--- src/rtl/button_blinker_pkg.sv ---
// Shared types and helpers for the button/LED blinker.
// Latency: n/a (types and constant functions only).
// Backpressure: n/a.
package button_blinker_pkg;

  // LED mode, also the encoding presented on the MODE output.
  typedef enum logic [1:0] {
    MODE_OFF  = 2'd0,
    MODE_SLOW = 2'd1,
    MODE_FAST = 2'd2,
    MODE_ON   = 2'd3
  } mode_t;

  // Counter width able to hold 0..n-1, never narrower than one bit.
  function automatic int cnt_width(input int n);
    return (n > 2) ? $clog2(n) : 1;
  endfunction

endpackage

--- src/rtl/debounce.sv ---
// Two-flop synchroniser plus debounce counter for one asynchronous input pin.
// Latency: a level held from edge k is accepted on out at edge k+1+CYCLES.
// Backpressure: none; free-running sampler, out is a level.
module debounce
  import button_blinker_pkg::*;
#(
  parameter int CYCLES = 160000
) (
  input  logic CLK,
  input  logic RST,
  input  logic in,
  output logic out
);

  localparam int             CW       = cnt_width(CYCLES);
  localparam logic [CW-1:0]  CNT_LAST = CW'(CYCLES - 1);

  logic          r_sync1;
  logic          r_sync2;
  logic          r_stable;
  logic [CW-1:0] r_cnt;

  // Bring the raw pin into the clock domain.
  always_ff @(posedge CLK or posedge RST) begin
    if (RST) begin
      r_sync1 <= 1'b0;
      r_sync2 <= 1'b0;
    end else begin
      r_sync1 <= in;
      r_sync2 <= r_sync1;
    end
  end

  // Count consecutive cycles of disagreement; accept the new level once it has held long enough.
  always_ff @(posedge CLK or posedge RST) begin
    if (RST) begin
      r_stable <= 1'b0;
      r_cnt    <= '0;
    end else if (r_sync2 != r_stable) begin
      if (r_cnt == CNT_LAST) begin
        r_stable <= r_sync2;
        r_cnt    <= '0;
      end else begin
        r_cnt <= r_cnt + 1'b1;
      end
    end else begin
      r_cnt <= '0;
    end
  end

  assign out = r_stable;

endmodule

--- src/rtl/button_blinker.sv ---
// Debounced push-button cycling LED mode OFF/SLOW/FAST/ON; long press forces OFF.
// Latency: MODE/PRESS/LONG register one edge after the debounced level changes; LED follows MODE same edge.
// Backpressure: none; PRESS and LONG are single-cycle pulses with no handshake.
module button_blinker
  import button_blinker_pkg::*;
#(
  parameter int DEBOUNCE_CYCLES = 160000,
  parameter int HOLD_CYCLES     = 16000000,
  parameter int SLOW_HALF       = 8000000,
  parameter int FAST_HALF       = 2000000,
  parameter int NUM_LEDS        = 1
) (
  input  logic                CLK,
  input  logic                RST,
  input  logic                BTN,
  output logic [NUM_LEDS-1:0] LED,
  output logic [1:0]          MODE,
  output logic                PRESS,
  output logic                LONG
);

  localparam int            HW        = cnt_width(HOLD_CYCLES);
  localparam int            BW        = cnt_width(SLOW_HALF);
  localparam logic [HW-1:0] HOLD_LAST = HW'(HOLD_CYCLES - 1);
  localparam logic [BW-1:0] SLOW_LAST = BW'(SLOW_HALF - 1);
  localparam logic [BW-1:0] FAST_LAST = BW'(FAST_HALF - 1);

  logic          w_stable;
  logic          r_stable_d;
  logic          w_rise;
  logic          w_fall;
  logic [HW-1:0] r_hold_cnt;
  logic          w_long_hit;

  mode_t         r_mode;
  mode_t         w_mode_nxt;
  logic          r_press;
  logic          w_press_nxt;
  logic          r_long;
  logic          w_long_nxt;
  logic          r_fired;
  logic          w_fired_nxt;
  logic          w_mode_chg;

  logic [BW-1:0] r_blink_cnt;
  logic [BW-1:0] w_half_last;
  logic          w_blinking;
  logic          r_phase;
  logic [NUM_LEDS-1:0] w_led;

  debounce #(
    .CYCLES (DEBOUNCE_CYCLES)
  ) u_db (
    .CLK (CLK),
    .RST (RST),
    .in  (BTN),
    .out (w_stable)
  );

  // Delayed copy of the debounced level for edge detection.
  always_ff @(posedge CLK or posedge RST) begin
    if (RST) r_stable_d <= 1'b0;
    else     r_stable_d <= w_stable;
  end

  assign w_rise = w_stable & ~r_stable_d;
  assign w_fall = ~w_stable & r_stable_d;

  // Time how long the button has been held; parks at the last count so it cannot wrap.
  always_ff @(posedge CLK or posedge RST) begin
    if (RST)                        r_hold_cnt <= '0;
    else if (!w_stable)             r_hold_cnt <= '0;
    else if (r_hold_cnt != HOLD_LAST) r_hold_cnt <= r_hold_cnt + 1'b1;
  end

  // The fired flag keeps LONG to a single pulse per press and suppresses the release advance.
  assign w_long_hit = w_stable && (r_hold_cnt == HOLD_LAST) && !r_fired;

  // Mode FSM state and pulse registers.
  always_ff @(posedge CLK or posedge RST) begin
    if (RST) begin
      r_mode  <= MODE_OFF;
      r_press <= 1'b0;
      r_long  <= 1'b0;
      r_fired <= 1'b0;
    end else begin
      r_mode  <= w_mode_nxt;
      r_press <= w_press_nxt;
      r_long  <= w_long_nxt;
      r_fired <= w_fired_nxt;
    end
  end

  // Next mode: long press wins and forces OFF; a release advances only if no long press fired.
  always_comb begin
    w_mode_nxt  = r_mode;
    w_press_nxt = 1'b0;
    w_long_nxt  = 1'b0;
    w_fired_nxt = r_fired;
    if (w_long_hit) begin
      w_long_nxt  = 1'b1;
      w_mode_nxt  = MODE_OFF;
      w_fired_nxt = 1'b1;
    end else if (w_fall) begin
      if (!r_fired) begin
        w_press_nxt = 1'b1;
        case (r_mode)
          MODE_OFF:  w_mode_nxt = MODE_SLOW;
          MODE_SLOW: w_mode_nxt = MODE_FAST;
          MODE_FAST: w_mode_nxt = MODE_ON;
          default:   w_mode_nxt = MODE_OFF;
        endcase
      end else begin
        w_fired_nxt = 1'b0;
      end
    end
  end

  assign w_mode_chg  = (w_mode_nxt != r_mode);
  assign w_blinking  = (r_mode == MODE_SLOW) || (r_mode == MODE_FAST);
  assign w_half_last = (r_mode == MODE_SLOW) ? SLOW_LAST : FAST_LAST;

  // Blink timebase: restart with phase high on every mode change so the first half-period is full length.
  always_ff @(posedge CLK or posedge RST) begin
    if (RST) begin
      r_blink_cnt <= '0;
      r_phase     <= 1'b0;
    end else if (w_mode_chg) begin
      r_blink_cnt <= '0;
      r_phase     <= 1'b1;
    end else if (w_blinking) begin
      if (r_blink_cnt == w_half_last) begin
        r_blink_cnt <= '0;
        r_phase     <= ~r_phase;
      end else begin
        r_blink_cnt <= r_blink_cnt + 1'b1;
      end
    end else begin
      r_blink_cnt <= '0;
    end
  end

  // LED decode: neighbouring LEDs alternate while blinking.
  always_comb begin
    w_led = '0;
    case (r_mode)
      MODE_ON: w_led = '1;
      MODE_SLOW, MODE_FAST: begin
        for (int i = 0; i < NUM_LEDS; i++) begin
          w_led[i] = i[0] ? ~r_phase : r_phase;
        end
      end
      default: w_led = '0;
    endcase
  end

  assign LED   = w_led;
  assign MODE  = r_mode;
  assign PRESS = r_press;
  assign LONG  = r_long;

endmodule

--- config.mk ---
export PLATFORM = sky130hd
export DESIGN_NAME = button_blinker
export DESIGN_NICKNAME = d
export VERILOG_FILES = /design/src/rtl/button_blinker_pkg.sv /design/src/rtl/debounce.sv /design/src/rtl/button_blinker.sv
export SDC_FILE = /design/constraint.sdc
export NUM_CORES = 1
export LEC_CHECK = 0
export CAP_MARGIN = 25
export CORE_ASPECT_RATIO = 1.25
export CORE_MARGIN = 10
export CORE_UTILIZATION = 45
export CTS_CLUSTER_DIAMETER = 80
export DETAILED_ROUTE_END_ITERATION = 6
export GPL_ROUTABILITY_DRIVEN = 0
export HOLD_SLACK_MARGIN = 0.12
export PLACE_DENSITY = 0.72
export RECOVER_POWER = 25
export SLEW_MARGIN = 10
export SYNTH_ARGS = -nofsm -noshare
export SYNTH_HDL_FRONTEND = slang
export SYNTH_SLANG_ARGS = --single-unit
export TNS_END_PERCENT = 20
--- constraint.sdc ---
create_clock -name CLK -period 5.35 [get_ports CLK]
set_clock_uncertainty 0.2 [all_clocks]
set_input_delay 0.8025 -clock CLK [delete_from_list [all_inputs] [get_ports CLK]]
set_output_delay 0.8025 -clock CLK [all_outputs]
set_load 0.03 [all_outputs]
==> results of run 1 <==
cells by family after synthesis:
| group | after synthesis | share of synthesized area [%] |
|---|---|---|
| adders and majority gates | 7 | 2.336 |
| xor gates and xnor gates | 57 | 13.32 |
| DFF | 75 | 50.07 |
| AOI/OAI and AO/OA | 25 | 4.139 |
| muxes | 3 | 0.8678 |
| and+or+nand+nor | 189 | 27.20 |
| buffers and inverters | 17 | 2.069 |
metal layers:
layer,GRT usage (%),routed length (um)
met5,0,0
met3,2.152,119
met2,19.87,3259
met1,13.61,3053
met4,7.079,197
flip-flops by register name, indices dropped and copies added (netlist names):
| name | flops |
|---|---|
| r_hold_cnt | 24 |
| r_blink_cnt | 23 |
| u_db.r_cnt | 18 |
| MODE | 2 |
| LONG | 1 |
| PRESS | 1 |
| r_fired | 1 |
| r_phase | 1 |
| r_stable_d | 1 |
| u_db.out | 1 |
| u_db.r_sync1 | 1 |
| u_db.r_sync2 | 1 |
final cells by class:
| type | instances | area (um^2) |
|---|---|---|
| repair buffers | 10 | 87.58 |
| inverters | 10 | 37.54 |
| well taps | 97 | 121.4 |
| multi-input cells | 281 | 1779 |
| flip-flops and latches | 75 | 1877 |
| clock buffers | 12 | 165.2 |
| clock inverters | 4 | 47.55 |
| fillers | 746 | 4079 |
layout by cell type (no fill, tap or decap), drive strengths merged, types with 3 or more instances in the layout:
| cell | Yosys | final |
|---|---|---|
| nor2 | 58 | 58 |
| clkbuf | 5 | 14 |
| inv | 10 | 10 |
| nand3 | 26 | 26 |
| nor2b | 4 | 4 |
| clkdlybuf4s50 | 0 | 5 |
| or3 | 5 | 5 |
| xor2 | 25 | 25 |
| nand2 | 21 | 21 |
| and3 | 7 | 7 |
| nor3b | 3 | 3 |
| and2 | 20 | 20 |
| dfrtp | 75 | 75 |
| ha | 7 | 7 |
| a21oi | 6 | 6 |
| nor3 | 5 | 5 |
| o21ai | 10 | 10 |
| nand4 | 15 | 15 |
| o2111ai | 3 | 3 |
| nor4 | 9 | 9 |
| and4 | 5 | 5 |
| xnor2 | 32 | 32 |
through the flow:
stage               utilization (%)  power (uW)  std cells
CTS                           50.28        1058        487
finish                        50.22        1044        489
floorplan                         -       595.4        373
detailed placement            47.69       601.9        471
global placement              47.69       601.6        471
global route                  50.22        1084        489
worst paths after layout:
| kind | from | end | slack [ns] | depth (start not counted) |
|---|---|---|---|---|
| setup / recovery | MODE[0] | LED | 2.13 | 5 |
| min in group asynchronous | RST | r_blink_cnt[5] | 1.19 | 2 |
| hold reg to reg | u_db.r_sync1 | u_db.r_sync2 | 0.15 | 0 |
| setup reg to reg | MODE[0] | r_blink_cnt[20] | 2.87 | 6 |
| max in group asynchronous | RST | r_blink_cnt[16] | 2.56 | 3 |
| hold / removal | u_db.r_sync1 | u_db.r_sync2 | 0.15 | 0 |
synthesized netlist by cell type:
cell | count | area share [%]
dfrtp_1 | 75 | 50
nor2_1 | 58 | 5.8
xnor2_1 | 32 | 7.5
nand3_1 | 25 | 3.3
xor2_1 | 25 | 5.8
nand2_1 | 21 | 2.1
and2_1 | 20 | 3.3
nand4_1 | 13 | 2.2
inv_1 | 10 | 1.0
nor4_1 | 9 | 1.5
o21ai_0 | 9 | 1.2
and3_1 | 7 | 1.2
ha_1 | 7 | 2.3
a21oi_1 | 6 | 0.80
and4_1 | 5 | 1.2
nor3_1 | 5 | 0.67
clkbuf_1 | 4 | 0.40
nor2b_1 | 4 | 0.67
or3_1 | 4 | 0.67
nor3b_1 | 3 | 0.60
o2111ai_1 | 3 | 0.70
mux2_2 | 2 | 0.60
nand4_4 | 2 | 1.1
nand4b_1 | 2 | 0.47
nor4b_1 | 2 | 0.47
o21bai_1 | 2 | 0.40
or2_2 | 2 | 0.33
or4_1 | 2 | 0.40
a21boi_0 | 1 | 0.20
a21o_1 | 1 | 0.20
buf_2 | 1 | 0.13
buf_8 | 1 | 0.40
clkbuf_2 | 1 | 0.13
mux2i_1 | 1 | 0.27
nand2b_1 | 1 | 0.17
nand3_2 | 1 | 0.27
nand3b_1 | 1 | 0.20
o211ai_1 | 1 | 0.20
o21ai_1 | 1 | 0.13
o311a_2 | 1 | 0.30
or3_4 | 1 | 0.30
or4b_2 | 1 | 0.27
critical path, cell delays in order (launching register included):
cell	delay, ns
dfrtp_1	0.45
inv_1	0.12
ha_1	0.45
a21oi_1	0.10
nor2_1	0.09
clkdlybuf4s50_1	0.67
power breakdown:
group | switching, uW | internal (uW)
sequential | 2.12 | 569
combinational | 14.3 | 3.68
clock | 203 | 252
total | 219 | 825
==> summary.txt, run 1 <==
detailed router's first-iteration violation count - 135
layout cells sized above 1 - 7.143%
post-route ant nets - 0
die area - 0.01240 mm^2
maximum VDD drop - 0.1393 mV
yosys warns - 0
largest net degree at the start of global routing - 44
Mapped Area - 0.003749 mm^2
drt via density - 5.329
crit path DAT - 2.22 ns
CP Class - flip-flop to primary output
die span in x - 101.6 um
total of max-cap violations - 1
I/O Pins - 8
maximum clock insertion buffer count - 2
Hold Crit Class - flip-flop to flip-flop
Core ar. - 0.008194 mm^2
IO buf count - 7
worst skew pair latency - 0.34 ns
CTS Sinks - 75
Area Growth Syn to Fin - 9.780%
final hold violation count - 0
Fmax achieved - 0.3102 GHz
Synth cell types - 42
gr ovfl total - 0
syn nets - 383
Mean Syn Cell Area - 10.05 um^2
All-Layer GR Usage - 11.79%
min Tclk post-route - 3.224 ns
# hold bufs at CTS - 0
Crit. End Element - primary output
worst hold slack - 0.1548 ns
Final #Nets - 397
PnR worst setup slack - 2.126 ns
failing checks - capacitance limit, slew limit
post-route design area - 0.004115 mm^2
placed cell areas - 0.003908 mm^2
Final Cycle Share - 60.26%
DR pass1 iterations - 4
Post-CTS Setup Inserts - 0
# DRC - 0
Worst-Margin Slew - 1.615 ns
DP Worst Slack - 2.487 ns
n_diodes - 0
max-slew violations - 44
WL/cell - 13.56 um
vias in the first global route - 2666
Pwr per Cell Area - 253.7 mW/mm^2
CP Data Required Time - 4.35 ns
setup violators final - 0
Synth Register Bits - 75
RSZ-0062 raised after global routing - no
TNS Setup - 0 ns
Die Y - 122.0 um
status - complete, but fails checks
initial antenna violation count - 0
Worst Setup Start Kind - flip-flop
initial core utilization - 45.75%
Slew HR - -7.771%
Seq/Total Area, Yosys - 50.07%
total clock buffers created by CTS - 9
TritonCTS clock tree - built
row count - 37
total number of vias - 2606
final WL - 6630 um
CTS Root Cell - clkbuf_8
CTS resizes - 0
first-pass GRT wire length - 11850 um
CTS H-Tree Depth - 3
clk slew on worst S/H paths - 0.08 ns
hpwl dp - 4584 um
CP max FO - 6
leakage power - 0.001689 uW
Post-Synthesis Cells - 373
Power figures use the tool's default switching activity.
==> run 2: changes to the inputs <==
- PLACE_DENSITY: 0.72 -> 0.74
- clock period: 5.35 -> 2.9 ns (I/O delays scaled with it)
==> summary.txt, run 2 (synthesis results as in run 1) <==
hold_sp - u_db.r_sync1 (unchanged)
TritonCTS clock tree - built (unchanged)
CP max FO - 6 (unchanged)
most common cell after layout, fill and taps aside - dfrtp_1 (unchanged)
Comb pwr share - 1.9% (was 1.7%)
fraction of power consumed by the clock network - 38.0% (was 43.6%)
die span in x - 101.6 um (unchanged)
Worst Setup Start Kind - flip-flop (unchanged)
Final Cycle Share - 85.51%
I/O Pins - 8 (unchanged)
Slew HR - 41.19% (was -7.771%)
crit path DAT - 1.84 ns (was 2.22 ns)
total number of vias - 2671 (was 2606)
clk slew on worst S/H paths - 0.07 ns (was 0.08 ns)
CP Data Required Time - 2.27 ns (was 4.35 ns)
total of max-cap violations - 0 (was 1)
IO buf count - 7 (unchanged)
Hold Path Cell Cnt - 0 (unchanged)
maximum VDD drop - 0.2082 mV (was 0.1393 mV)
drt via density - 5.418 (was 5.329)
die area - 0.01240 mm^2 (unchanged)
Area Growth Syn to Fin - 9.346% (was 9.780%)
WL/cell - 13.53 um (was 13.56 um)
Switch Pwr - 391.0 uW (was 219.0 uW)
CTS Root Cell - clkbuf_8 (unchanged)
final hold violation count - 0 (unchanged)
R2R Path End - r_blink_cnt[19] (was r_blink_cnt[20])
# hold bufs at CTS - 0 (unchanged)
status - finished, final reports clean (was complete, but fails checks)
vias in the first global route - 2550 (was 2666)
worst skew pair latency - 0.35 ns (was 0.34 ns)
post-route ant nets - 0 (unchanged)
overall power - 1756 uW (was 1044 uW)
largest net degree at the start of global routing - 38 (was 44)
detailed router's first-iteration violation count - 110 (was 135)
final WL - 6670 um (was 6630 um)
sw frac - 22.27% (was 20.98%)
CP Class - flip-flop to primary output (unchanged)
Core ar. - 0.008194 mm^2 (unchanged)
sequential power share - 60.0% (was 54.7%)
Post-CTS Setup Inserts - 0 (unchanged)
Worst-Margin Slew - 0.8822 ns (was 1.615 ns)
initial core utilization - 45.75% (unchanged)
WHS Endpoint - u_db.r_sync2 (unchanged)
CTS resizes - 0 (unchanged)
DR pass1 iterations - 4 (unchanged)
Pwr per Cell Area - 428.4 mW/mm^2 (was 253.7 mW/mm^2)
Crit Reg-Reg Startpoint - MODE[0] (unchanged)
TNS Setup - 0 ns (unchanged)
n_diodes - 0 (unchanged)
internal power - 1365 uW (was 824.9 uW)
CTS H-Tree Depth - 3 (unchanged)
FF-to-FF setup slack - 0.45 ns (was 2.87 ns)
leakage power - 0.001711 uW (was 0.001689 uW)
Hold Crit Class - flip-flop to flip-flop (unchanged)
Die Y - 122.0 um (unchanged)
RSZ-0062 raised after global routing - no (unchanged)
top flop regs - r_hold_cnt x24, r_blink_cnt x23, u_db.r_cnt x18 (unchanged)
initial antenna violation count - 0 (unchanged)
R2R depth - 6 (unchanged)
CP max stage cell - dfrtp_1 (was clkdlybuf4s50_1)
total clock buffers created by CTS - 9 (unchanged)
# DRC - 0 (unchanged)
hpwl dp - 4645 um (was 4584 um)
gr ovfl total - 0 (unchanged)
max reg flops - 24 (unchanged)
first-pass GRT wire length - 11580 um (was 11850 um)
row count - 37 (unchanged)
peak per-stage delay on the critical path - 0.45 ns (was 0.67 ns)
Crit. End Element - primary output (unchanged)
Final #Nets - 401 (was 397)
Top reg by flops - r_hold_cnt (unchanged)
All-Layer GR Usage - 11.55% (was 11.79%)
layout cells sized above 1 - 6.818% (was 7.143%)
Fmax achieved - 0.4033 GHz
most frequent cells in the layout - dfrtp_1, nor2_1, xnor2_1 (unchanged)
maximum clock insertion buffer count - 2 (unchanged)
max-slew violations - 0 (was 44)
min Tclk post-route - 2.480 ns
CTS Sinks - 75 (unchanged)
crit path cell chain - inv_1 > ha_1 > a21oi_1 > nor2_1 > dlymetal6s2s_1 (was inv_1 > ha_1 > a21oi_1 > nor2_1 > clkdlybuf4s50_1)
setup violators final - 0 (unchanged)
run 2: how the worst max path moves through the flow:
stage | end | depth (start not counted) | slack [ns] | startpoint
4_1_cts | LED | 5 | 0.007 | MODE[0]
3_3_place_gp | LED | 5 | 0.46 | MODE[1]
3_5_place_dp | LED | 5 | 0.41 | MODE[0]
2_1_floorplan | LONG | 1 | 0.36 | RST
6_report | LED | 5 | 0.42 | MODE[0]
5_1_grt | r_blink_cnt[20] | 6 | 0.24 | MODE[0]
run 2: cell type report:
type                    count  area, um^2
fillers                   754        4095
clock inverters             3       15.01
inverters                  10       37.54
flip-flops and latches     75        1877
repair buffers             14       115.1
clock buffers              13       138.9
well taps                  97       121.4
multi-input cells         281        1794
run 2: layer usage:
layer / part of all wire, % / track usage, % / vias to the layer above
li1: - / - / 1318
met1: 46 / 13.95 / 1319
met2: 49 / 18.58 / 23
met3: 2.3 / 2.831 / 11
met4: 2.4 / 6.183 / 0
met5: 0 / 0 / -
run 2: worst max-delay path: cells and delay by family, from the launching register on:
kind | cells | cell delay (ns)
AND/OR/NAND/NOR | 1 | 0.09
flip-flops | 1 | 0.45
adder cells (fa/ha/maj) | 1 | 0.45
AO/OA/AOI/OAI | 1 | 0.10
buffers and inverters | 2 | 0.40
run 2: power groups by stage:
| stage | clock network [uW] | logic [uW] | registers, uW |
|---|---|---|---|
| finish | 668 | 33.9 | 1050 |
| global route | 731 | 41.1 | 1050 |
| CTS | 691 | 39.8 | 1050 |
| detailed placement | 0 | 39.8 | 1070 |
| global placement | 0 | 38.9 | 1070 |
| floorplan | 0 | 24.9 | 1070 |
run 2: through the flow:
stage | utilization, % | hold WS (ns) | cell area [um^2] | setup slack [ns] | std cells
floorplan | - | 0.1312 | 3749 | 0.3550 | 373
global placement | 48.39 | 0.1346 | 3965 | 0.4591 | 477
detailed placement | 48.39 | 0.1347 | 3965 | 0.4061 | 477
CTS | 50.27 | 0.1505 | 4119 | 0.007228 | 493
global route | 50.02 | 0.1547 | 4099 | 0.2366 | 493
finish | 50.02 | 0.1494 | 4099 | 0.4202 | 493
